[src/rtl/ls_pkg.sv]
// Shared definitions for the ls_shift_out serial transmitter.
// Contents:
//   StateW     - width of the FSM state encoding
//   ls_state_e - FSM states (idle, shifting, parity bit, completion pulse)
package ls_pkg;

  localparam int unsigned StateW = 2;

  typedef enum logic [StateW-1:0] {
    StIdle  = 2'd0,
    StShift = 2'd1,
    StPar   = 2'd2,
    StDone  = 2'd3
  } ls_state_e;

endpackage

[src/rtl/ls_bitcnt.sv]
// Down counter with synchronous load, count enable and terminal-zero flag.
// The counter stops at zero instead of wrapping.
// Ports:
//   clk_i      - rising-edge clock
//   rst_ni     - asynchronous active-low reset (counter cleared to 0)
//   load_i     - load load_val_i (has priority over en_i)
//   load_val_i - value to load
//   en_i       - decrement by one when nonzero
//   zero_o     - counter currently holds 0
module ls_bitcnt #(
  parameter int unsigned Width = 2
) (
  input  logic             clk_i,
  input  logic             rst_ni,
  input  logic             load_i,
  input  logic [Width-1:0] load_val_i,
  input  logic             en_i,
  output logic             zero_o
);

  logic [Width-1:0] cnt_q, cnt_d;

  always_comb begin
    cnt_d = cnt_q;
    if (load_i) begin
      cnt_d = load_val_i;
    end else if (en_i && (cnt_q != '0)) begin
      cnt_d = cnt_q - Width'(1);
    end
  end

  always_ff @(posedge clk_i or negedge rst_ni) begin
    if (!rst_ni) begin
      cnt_q <= '0;
    end else begin
      cnt_q <= cnt_d;
    end
  end

  assign zero_o = (cnt_q == '0);

endmodule

[src/rtl/ls_shift_out.sv]
// Parallel-in, serial-out transmitter. Captures an N-bit word when idle and
// sends it MSB first, one bit per cycle, with a frame strobe and a one-cycle
// completion pulse. c_i low freezes the stream.
// Optional feature: define LS_SHIFT_PARITY_EN to append an even-parity bit
// after the data bits.
// Ports:
//   clk_i    - rising-edge clock
//   clr_ni   - asynchronous active-low reset; forces all outputs low
//   in_i     - parallel word to transmit
//   load_i   - capture in_i (only honoured while ready_o is high)
//   c_i      - advance enable (0 stalls the stream)
//   ready_o  - idle and able to accept a load
//   sout_o   - serial data bit
//   sframe_o - sout_o carries a valid bit
//   done_o   - one-cycle pulse after the last bit
module ls_shift_out
  import ls_pkg::*;
#(
  parameter int unsigned N = 4
) (
  input  logic         clk_i,
  input  logic         clr_ni,
  input  logic [N-1:0] in_i,
  input  logic         load_i,
  input  logic         c_i,
  output logic         ready_o,
  output logic         sout_o,
  output logic         sframe_o,
  output logic         done_o
);

  localparam int unsigned CntW = $clog2(N);
  localparam logic [CntW-1:0] CntInit = CntW'(N - 1);

  ls_state_e    state_q, state_d;
  logic [N-1:0] shreg_q, shreg_d;
  logic         cnt_load, cnt_en, cnt_zero;

`ifdef LS_SHIFT_PARITY_EN
  logic         par_q, par_d;
`endif

  ls_bitcnt #(
    .Width (CntW)
  ) u_bitcnt (
    .clk_i      (clk_i),
    .rst_ni     (clr_ni),
    .load_i     (cnt_load),
    .load_val_i (CntInit),
    .en_i       (cnt_en),
    .zero_o     (cnt_zero)
  );

  // Next-state logic
  always_comb begin
    state_d  = state_q;
    shreg_d  = shreg_q;
    cnt_load = 1'b0;
    cnt_en   = 1'b0;
`ifdef LS_SHIFT_PARITY_EN
    par_d    = par_q;
`endif
    case (state_q)
      StIdle: begin
        if (load_i) begin
          shreg_d  = in_i;
          cnt_load = 1'b1;
          state_d  = StShift;
`ifdef LS_SHIFT_PARITY_EN
          par_d    = ^in_i;
`endif
        end
      end
      StShift: begin
        if (c_i) begin
          shreg_d = shreg_q << 1;
          cnt_en  = 1'b1;
          // Counter reaching zero means the bit on the line now is bit 0.
          if (cnt_zero) begin
`ifdef LS_SHIFT_PARITY_EN
            state_d = StPar;
`else
            state_d = StDone;
`endif
          end
        end
      end
`ifdef LS_SHIFT_PARITY_EN
      StPar: begin
        if (c_i) begin
          state_d = StDone;
        end
      end
`endif
      StDone:  state_d = StIdle;
      default: state_d = StIdle;
    endcase
  end

  // Outputs decode registered state only; ready_o also gated by reset.
  always_comb begin
    ready_o  = 1'b0;
    sout_o   = 1'b0;
    sframe_o = 1'b0;
    done_o   = 1'b0;
    case (state_q)
      StIdle:  ready_o = clr_ni;
      StShift: begin
        sframe_o = 1'b1;
        sout_o   = shreg_q[N-1];
      end
`ifdef LS_SHIFT_PARITY_EN
      StPar: begin
        sframe_o = 1'b1;
        sout_o   = par_q;
      end
`endif
      StDone:  done_o = 1'b1;
      default: ;
    endcase
  end

  always_ff @(posedge clk_i or negedge clr_ni) begin
    if (!clr_ni) begin
      state_q <= StIdle;
      shreg_q <= '0;
    end else begin
      state_q <= state_d;
      shreg_q <= shreg_d;
    end
  end

`ifdef LS_SHIFT_PARITY_EN
  always_ff @(posedge clk_i or negedge clr_ni) begin
    if (!clr_ni) begin
      par_q <= 1'b0;
    end else begin
      par_q <= par_d;
    end
  end
`endif

endmodule
[config.mk]
export PLATFORM = sky130hd
export DESIGN_NAME = ls_shift_out
export DESIGN_NICKNAME = d
export VERILOG_FILES = /design/src/rtl/ls_pkg.sv /design/src/rtl/ls_bitcnt.sv /design/src/rtl/ls_shift_out.sv
export SDC_FILE = /design/constraint.sdc
export NUM_CORES = 1
export LEC_CHECK = 0
export BUFFER_PORTS_ARGS = -buffer_cell sky130_fd_sc_hd__buf_2
export CAP_MARGIN = 20
export CORE_AREA = 2 2 39 41
export CTS_CLUSTER_DIAMETER = 120
export DETAILED_ROUTE_END_ITERATION = 6
export DIE_AREA = 0 0 41 43
export SETUP_SLACK_MARGIN = 0.15
export SYNTH_ARGS = -nofsm -noshare
export SYNTH_HDL_FRONTEND = slang
export SYNTH_SLANG_ARGS = --single-unit
[constraint.sdc]
create_clock -name clk_i -period 1.7 [get_ports clk_i]
set_input_delay 0.085 -clock clk_i [delete_from_list [all_inputs] [get_ports clk_i]]
set_output_delay 0.085 -clock clk_i [all_outputs]
set_load 0.02 [all_outputs]
# Word-level counts from Yosys, hierarchy flattened
# Index checks and enable logic that the tools add are counted.
# classes
mux	17
n_addsub	1
reduce_logical	8
n_eq_ne	5
# op_table
op	count
two-way mux 2 bit	5
two-way mux 1 bit	8
two-way mux 4 bit	2
case mux 4 bit (2 select lines)	1
inequality test 2 bit, second input constant	3
AND reduction 3 bit	2
nonzero test 2 bit	3
logical NOT 2 bit	2
case mux 2 bit (2 select lines)	1
== test 2 x 1 -> 1 bit, second input constant	1
== test 2 bit, second input constant	1
subtractor 2 x 1 -> 2 bit, second input constant	1
logical AND 1 bit	1
# word_totals
register_bits	8
output_inout_bits	4
word_cells	34

# Logic depth before layout (Yosys ltp)
# Gate-level depths: netlist (run 1).
# depth
depth_word	5
depth_mapped	5
mapped_depth_nobuf	5

# By module
# From an unflattened synthesis (run 1), not the netlist that was laid out.
# hier_totals
hier_cells	40
area_unflattened_um2	460.4
# modules_own_cells
module	seq_area_each_um2	cells_per_inst	n_inst	area_per_inst_um2
ls_shift_out	150.1	27	1	327.8
ls_bitcnt	50.0	13	1	132.6

# Least setup slack after synthesis (run 1)
# No wires, ideal clock.
# synth_timing
path_type	flip-flop to flip-flop
from	register state_q[0]
to	register shreg_q[1]
path_buffers	1
slack_ps	337
setup_time_ps	125
required_time_ps	1575
path_stages_with_launch	5
arrival_time_ps	1238
path_cell_list	dfrtp_1 -> nor2b_1 -> buf_6 -> mux2_4 -> mux2_2
# synth_via
elab_chain_cells	3
word_cells_on_any_way	7
cone_classes	3 x eq/ne; 1 x mux; 3 x reduce/logical
# synth_lines
item	line	rtl
start: declaration	ls_shift_out.sv:35	ls_state_e state_q, state_d;
start signal: assignment	ls_shift_out.sv:125	state_q <= StIdle;
start signal: assignment	ls_shift_out.sv:128	state_q <= state_d;
== test 2 x 1 -> 1 bit or logical NOT 2 bit (tied branches)	ls_shift_out.sv:63	case (state_q)
inequality test 2 bit (no source line) or nonzero test 2 bit (tied branches)	--	
AND reduction 3 bit (no source line)	--	
end signal: assignment	ls_shift_out.sv:129	shreg_q <= shreg_d;
end: declaration	ls_shift_out.sv:36	logic [N-1:0] shreg_q, shreg_d;
# Parallel ways exist; a longest one is shown, timed or not.
# A chain may end at the register's enable or synchronous reset.

# Worst setup path in the final report (run 1)
# layout_timing
from	register state_q[0]
to	register shreg_q[2]
# Same word-level chain as after synthesis.

==> results of run 1 <==
## worst reg2reg max path, stage by stage, from the launching register on
cell	delay, ns
sky130_fd_sc_hd__dfrtp_1	0.41
sky130_fd_sc_hd__nor2b_1	0.14
sky130_fd_sc_hd__buf_4	0.16
sky130_fd_sc_hd__mux2_4	0.29
sky130_fd_sc_hd__mux2_2	0.27
## kinds of logic (layout without fill, tap and decap cells)
logic type | after synthesis | in the layout | synth area share (%)
mux | 7 | 7 | 21.3
xor+xnor | 1 | 1 | 2.10
fa+ha+maj | 1 | 1 | 2.99
compound gates | 2 | 2 | 2.99
buf+inv | 3 | 18 | 4.49
simple gates | 14 | 14 | 18.3
flops | 8 | 8 | 47.9
## where the power goes
part           leakage (nW)  internal [mW]  switching, mW
clock network        0.0138         0.0806         0.0611
logic                 0.168          0.235          0.203
registers            0.0977          0.271         0.0449
total                 0.280          0.587          0.309
## sequential cells by signal, summed over array words and instances, names as in the netlist
| name | cells |
|---|---|
| shreg_q | 4 |
| state_q | 2 |
| u_bitcnt.cnt_q | 2 |
## what timing repair did
item | in CTS | in global routing
hold buffers | 1 | 0
setup buffers | 0 | 0
endpoints found under the hold margin | 8 | 0
## area by class of cell
class | instances | area (µm²) | share of cell area, %
Sequential cell | 8 | 200 | 38.4
Multi-Input combinational cell | 25 | 199 | 38.1
Timing Repair Buffer | 13 | 72.6 | 13.9
Clock buffer | 3 | 22.5 | 4.32
Tap cell | 16 | 20.0 | 3.84
Inverter | 2 | 7.51 | 1.44
## per-stage QoR
stage	hold slack [ns]	setup slack, ns	cells
detailed placement	-0.0581	0.315	63
finish	0.0591	0.304	67
global route	0.0568	0.257	67
floorplan	-0.211	0.337	36
global placement	-0.0555	0.342	63
CTS	0.0588	0.307	67
## worst paths after layout
check / startpoint / end / slack, ns / cells after the start
worst max-delay path: state_q[0] / shreg_q[2] / 0.30 / 4
worst min-delay path: in_i[0] / shreg_q[0] / 0.06 / 3
worst max register to register: state_q[0] / shreg_q[2] / 0.30 / 4
worst min register to register: shreg_q[3] / shreg_q[3] / 0.51 / 1
max in group asynchronous: clr_ni / shreg_q[2] / 1.31 / 2
min in group asynchronous: clr_ni / state_q[1] / 0.21 / 2
## placed cells by master, fill, tap and decap left out
| master | instances |
|---|---|
| sky130_fd_sc_hd__clkbuf_4 | 3 |
| sky130_fd_sc_hd__o21ai_0 | 1 |
| sky130_fd_sc_hd__xnor2_1 | 1 |
| sky130_fd_sc_hd__o211ai_1 | 1 |
| sky130_fd_sc_hd__nand3_1 | 1 |
| sky130_fd_sc_hd__and2_1 | 3 |
| sky130_fd_sc_hd__nand2_1 | 4 |
| sky130_fd_sc_hd__mux2_2 | 3 |
| sky130_fd_sc_hd__nor2_1 | 2 |
| sky130_fd_sc_hd__mux2_4 | 3 |
| sky130_fd_sc_hd__inv_1 | 2 |
| sky130_fd_sc_hd__nand2b_1 | 1 |
| sky130_fd_sc_hd__buf_2 | 11 |
| sky130_fd_sc_hd__dlygate4sd3_1 | 1 |
| sky130_fd_sc_hd__nor2b_1 | 1 |
| sky130_fd_sc_hd__nand4bb_1 | 1 |
| sky130_fd_sc_hd__and3_1 | 1 |
| sky130_fd_sc_hd__mux2i_1 | 1 |
| sky130_fd_sc_hd__buf_4 | 1 |
| sky130_fd_sc_hd__ha_1 | 1 |
| sky130_fd_sc_hd__dfrtp_1 | 8 |
## layer usage
metal / vias up / share of wire, % / routed length [µm]
li1: 152 / - / -
met1: 142 / 51 / 372
met2: 9 / 43 / 312
met3: 0 / 6.7 / 49
met4: 0 / 0 / 0
met5: - / 0 / 0
==> results.txt, run 1 <==
- For this run, design rule violations remaining after detail routing come to 0.
- Post-Place Cell Area: 489 µm²
- For met3 alone, demand over resource in global routing was between 3 and 4%.
- Met1 GRT Util: a little over an eighth
- Max rail drop VDD: 0.000780 V
- Element type at the critical path end: register
* Die X-Extent: between 40 and 50 µm
- For this run, asynchronously set or reset flops after synthesis account for 100%.
- Entering global routing, the biggest net connects 10 pins.
- Post-route design area: around 520 µm²
- Post-Synthesis Cells: 36
- For this run, the share of the core covered by cells in the final layout is a little under two fifths.
- Cell area after synthesis: roughly 420 µm²
- Measured against its own limit, the worst slew margin works out to 81.6%.
- Number of core rows: 14
- Across the routed clock network, the largest skew measured is 0.00346 ns.
* Fraction of the yosys area taken by sequential cells: 47.9%
- DRT Pass-1 Iters: 2
- Source-to-sink clock delay at the later pin of the worst-skew pair: roughly 0.25 ns
- Synth top area share: 47.9%
* Result of the run: finished clean
* Hold crit path type: primary input to register
- Cells taking the most area after synthesis: sky130_fd_sc_hd__dfrtp_1 48%, sky130_fd_sc_hd__mux2_4 11%, sky130_fd_sc_hd__mux2_2 8.1%, sky130_fd_sc_hd__and2_1 4.5%, sky130_fd_sc_hd__nand2_1 3.6%
* Number of enable flip-flop cells after synthesis: 0
* Worst slew pin tran: ~0.27 ns
- The floorplan step set the die height to between 40 and 50 µm.
- Using the TritonRoute via totals, the vias-per-cell ratio works out to between 4 and 5.
- The HPWL after detailed placement is between 500 and 600 µm.
* Vias in the first global route: 269
- Unrepaired setup endpoints after global routing: no
* Highest achievable clock rate: 716 MHz
- CTS tree: yes
* Number of nets produced by synthesis: 45
- Along the worst path, the maximum fanout reaches 7.
- Once the clock tree was built, the resizer swapped 0 gates to a different size.
* CP peak stage delay: 0.41 ns
- Number of maximum-capacitance constraint violations: 0
- The biggest area contributor in the post-synthesis netlist is sky130_fd_sc_hd__dfrtp_1.
- Number of distinct standard cells referenced by the synthesized netlist: 18
- Data arrives at the worst endpoint at around 1.5 ns.
- Startpoint class of the critical path: register
- Power density over the cells: 1720 nW/µm²
- The count of nets left with antenna violations once routing finished came out at 0.
- Layout area overhead: 24.9%
* Area of the core: about 1400 µm²
- Grt ovf: 0
* Overall track demand over capacity in global routing: 9.84%
- Diodes inserted: 0
* Buffer and inverter count on the worst path: 1
* # H-tree levels: 1
- The clock passes through at most 2 buffers.
- Clock sink total: 8
* Average instance area after synthesis: around 12 µm²
* Number of warnings reported in the yosys synthesis log: 0
- In the finished design, the share of the clock period the worst path needs comes to 82.1%.
- For this block, the initial DRC count from the detailed router was 3.
- The congestion estimate from routability-driven global placement came to a little under 0.8.
* Routed len/inst: ~11 µm
* Via count: ~300
- The die covers 1760 µm².
- The critical path in this run is classified as register to register.
- Total power: 0.896 mW
- The count of pins over their slew limit came to 0.
* Effective utilization at floorplan: 30.2%
- Clk slew on worst S/H paths: ~0.050 ns
- 12 I/O pins were placed.
- Global-route wire length before repair: ~1100 µm
- The critical path goes through nor2b_1 -> buf_4 -> mux2_4 -> mux2_2.
* Post-synthesis sequential element count: 8
- For this design, the slowest cell found on the critical path is sky130_fd_sc_hd__dfrtp_1.
- The tree is rooted in a sky130_fd_sc_hd__clkbuf_4.
- Most used standard cells in the synthesized netlist: 8 x sky130_fd_sc_hd__dfrtp_1, 4 x sky130_fd_sc_hd__nand2_1, 3 x sky130_fd_sc_hd__and2_1, 3 x sky130_fd_sc_hd__mux2_2, 3 x sky130_fd_sc_hd__mux2_4
- For the finished layout, the period the worst path requires is between 1 and 1.5 ns.
- Most numerous cell in the Yosys netlist: sky130_fd_sc_hd__dfrtp_1
* Layout filler cell count: 139
- Met2 Use GR: 12.8%
* Setup TNS Final: 0 ns
- Summed over all cells, the static leakage comes to approximately 0.28 nW.
- Among cell families on the critical path, the largest total delay comes from multiplexers.
- The final layout contains routed wiring with a total length of ~730 µm.
* Required time of the critical path: 1.83 ns
- The initial antenna violation count came to 0.
- In this run the most used layer during global routing was met1.
- Of the cells placed in the final design, the portion with a size suffix greater than 1 is 41.2%.
- # nets final: slightly above 60
- Setup violations remaining at the end of the flow were counted as 0.
- The most used flip-flop cell after synthesis is sky130_fd_sc_hd__dfrtp_1.
- CTS buffer count: 3
- The number of hold-slack violations in the final timing report is 0.
- Input and output buffers added on the ports amount to 11.
(Power assumes the default switching activity.)
==> run 2: changes to the inputs <==
clock period = 1.37 ns   (was 1.7 ns; I/O delays follow)
==> run 2 against run 1 <==
Compared with the run above:
- non-clock buffer count is 8 higher
- first-iteration DRC count stayed put
- maximum frequency is 5.0% higher
- worst hold slack worse by 0.021 ns
- highest routed layer unchanged
==> results.txt, run 2 (synthesis results as in run 1) <==
- Iteration-0 DRC count of the detailed router: 3 (unchanged)
* DRT Pass-1 Iters: 3 (+1)
* Top delay family on crit path: multiplexers
- DRC violations left: 0 (unchanged)
- The I/O pin total was 12 (unchanged).
- Time the final worst path needs with I/O delays and setup: 1.33 ns (-0.0665 ns)
* Final-report hold violation count: 0 (unchanged)
* Overall track demand over capacity in global routing: 11.3% (+1.5 points)
- Via count: 335 (+11%)
- Max rail drop VDD: 0.000927 V (+19%)
- Grt ovf: 0 (unchanged)
* Routed len/inst: 12.3 µm (+13%)
- Initial antenna violation count: 0 (unchanged)
* Net switching power: 0.490 mW (+59%)
* Number of core rows: 14 (unchanged)
- Port Buffer Count: 11 (unchanged)
* Layout Cells excl Fill: 75 (+12%)
- The peak per-stage delay on the critical path is 0.39 ns (-0.02 ns).
- The number of cells after detailed placement was 65 (+3.2%).
- The data required time at the worst endpoint is 1.51 ns (-0.32 ns).
* CTS buffer count: 3 (unchanged)
- Internal power: 1.03 mW (+76%)
- Clock sink total: 8 (unchanged)
* Final Core Density: 48.8% (+11 points)
- Pin count of the biggest net entering global routing: 10 (unchanged)
- Leakage power: 0.353 nW (+26%)
- Master cell of the clock root buffer: sky130_fd_sc_hd__clkbuf_4
* Switching Share: 32.2% (-2.3 points)
- Hold crit path type: primary input to register
* Unrepaired setup endpoints after global routing: yes
* Die X-Extent: 41 µm (unchanged)
- Slowest-stage cell, CP: sky130_fd_sc_hd__dfrtp_1
- More flip-flops sit in one register than any other, and that register is shreg_q.
- The number of buffers on the longest clock path was 2 (unchanged).
- Post-route clock skew: 0.00862 ns (+0.00516 ns)
- Post-Place Cell Area: 523 µm² (+6.9%)
* Die Y-Extent: 43 µm (unchanged)
- The number of buffers and inverters on the critical path was 2 (+1).
* Clk slew on worst S/H paths: 0.06 ns (about the same)
* Combinational share of power: 62.6% (+14 points)
- Highest achievable clock rate: 752 MHz (+5.0%)
* Biggest registers after layout: shreg_q: 4 flops, state_q: 2 flops, u_bitcnt.cnt_q: 2 flops
- Startpoint class of the critical path: register
- The worst max-slew margin expressed relative to the limit is 85.7% (+4.0 points).
* Critical-path cell list: buf_6 -> mux2i_2 -> nor2_1 -> buf_4 -> mux2_4
* Detail Route Antenna Nets: 0 (unchanged)
- Sequential Power Share: 25.8% (-9.5 points)
- # nets final: 70 (+13%)
- Detailed-placement wirelength estimate: 590 µm (+1.2%)
- Layout filler cell count: 133 (-4.3%)
- The number of diodes is 0 (unchanged).
- Effective utilization at floorplan: 30.2% (unchanged)
* Element type at the critical path end: register
* # H-tree levels: 1 (unchanged)
- The via count of the first global-routing pass was 324 (+20%).
* Max Fanout on Critical Path: 3 (-4)
- Most frequent standard cell in the layout excluding fill and tap cells: sky130_fd_sc_hd__dfrtp_1
- The transition time of the tightest slew-check pin came to 0.215 ns (-0.0594 ns).
* Final Routed Wirelength: 925 µm (+26%)
* Final Max Tran Viols: 0 (unchanged)
- The clock latency at the later pin of the worst-skew pair was 0.25 ns (about the same).
* Final hold slack: 0.0381 ns (-0.0210 ns)
- The wire length of the first global-routing pass is 1260 µm (+11%).
* Post-route design area: 676 µm² (+29%)
- Part of the total power dissipated in the clock network: 11.6% (-4.2 points)
- Max reg flops: 4 (unchanged)
* Leading cell types in the layout, fill and taps excluded: 8 x sky130_fd_sc_hd__dfrtp_1, 7 x sky130_fd_sc_hd__buf_2, 7 x sky130_fd_sc_hd__buf_4
* CP Class: register to register
- TritonCTS built the clock tree.
- Worst EP arrival: 1.47 ns (-0.05 ns)
- The sum of negative setup slack is 0 ns (unchanged).
- The routability congestion estimate was 0.754 (-4.4%).
- The core area was 1380 µm² (unchanged).
- Setup violations, final: 0 (unchanged)
- The final worst-path cycle share is 97.1% (+15 points).
- Power density over the cells: 2250 nW/µm² (+31%)
- Share of final-layout standard cells stronger than drive strength 1: 62.7% (+22 points)
- Via density: 4.47 (-1.2%)
* Die area: 1760 µm² (unchanged)
* Result of the run: finished clean
- From synthesis to final layout, the design area changed by 61.7%.
* Number of maximum-capacitance constraint violations: 0 (unchanged)
[run 2: cell count changes in the layout (fill, tap and decap cells not counted), sizes merged]
cell | previous run | this run
buf | 12 | 20
[run 2: final cells by class]
type / instances / area, µm² / area share [%]
clock buffers: 3 / 22.5 / 3.33
inverters: 2 / 7.51 / 1.11
flip-flops and latches: 8 / 200 / 29.6
repair buffers: 21 / 165 / 24.4
multi-input cells: 25 / 260 / 38.5
well taps: 16 / 20.0 / 2.96
[run 2: power groups by stage]
stage | registers [mW] | clock network (mW) | logic (mW)
5_1_grt | 0.403 | 0.203 | 1.01
4_1_cts | 0.389 | 0.183 | 0.769
3_5_place_dp | 0.397 | 0 | 0.628
2_1_floorplan | 0.388 | 0 | 0.504
3_3_place_gp | 0.399 | 0 | 0.620
6_report | 0.393 | 0.177 | 0.953
[run 2: stage by stage]
stage	setup slack, ns	total power [mW]
floorplan	0.0332	0.892
global placement	0.0614	1.02
detailed placement	0.0450	1.02
CTS	0.0644	1.34
global route	0.000785	1.62
finish	0.0401	1.52
[run 2: metal layers]
metal  track usage, %  up-vias  share of wire, %  wire length [µm]
li1                 -      167                 -                 -
met1             9.87      159                39               357
met2             19.1        9                57               525
met3             7.85        0               4.5                42
met4             4.00        0                 0                 0
met5                0        -                 0                 0
[run 2: repair_timing]
| item | CTS | global route |
|---|---|---|
| endpoints found under the hold margin | 8 | 0 |
| buffers inserted | 4 | 2 |
| resized for setup | 6 | 12 |
| endpoints found under the setup margin | 6 | 8 |
| pin swaps | 0 | 3 |
| hold buffers | 1 | 0 |
[run 2: worst paths after layout]
check | start | endpoint | slack [ns] | depth (start not counted)
min in group asynchronous | clr_ni | shreg_q[3] | 0.20 | 2
max | state_q[0] | shreg_q[1] | 0.04 | 5
max reg2reg | state_q[0] | shreg_q[1] | 0.04 | 5
min | in_i[0] | shreg_q[0] | 0.04 | 3
max in group asynchronous | clr_ni | shreg_q[0] | 0.97 | 2
min reg2reg | u_bitcnt.cnt_q[1] | u_bitcnt.cnt_q[1] | 0.51 | 2
[run 2: tightest hold or removal path, cell delays in order]
cell,delay (ns)
sky130_fd_sc_hd__buf_2,0.07
sky130_fd_sc_hd__nand3_1,0.05
sky130_fd_sc_hd__nand2_1,0.06
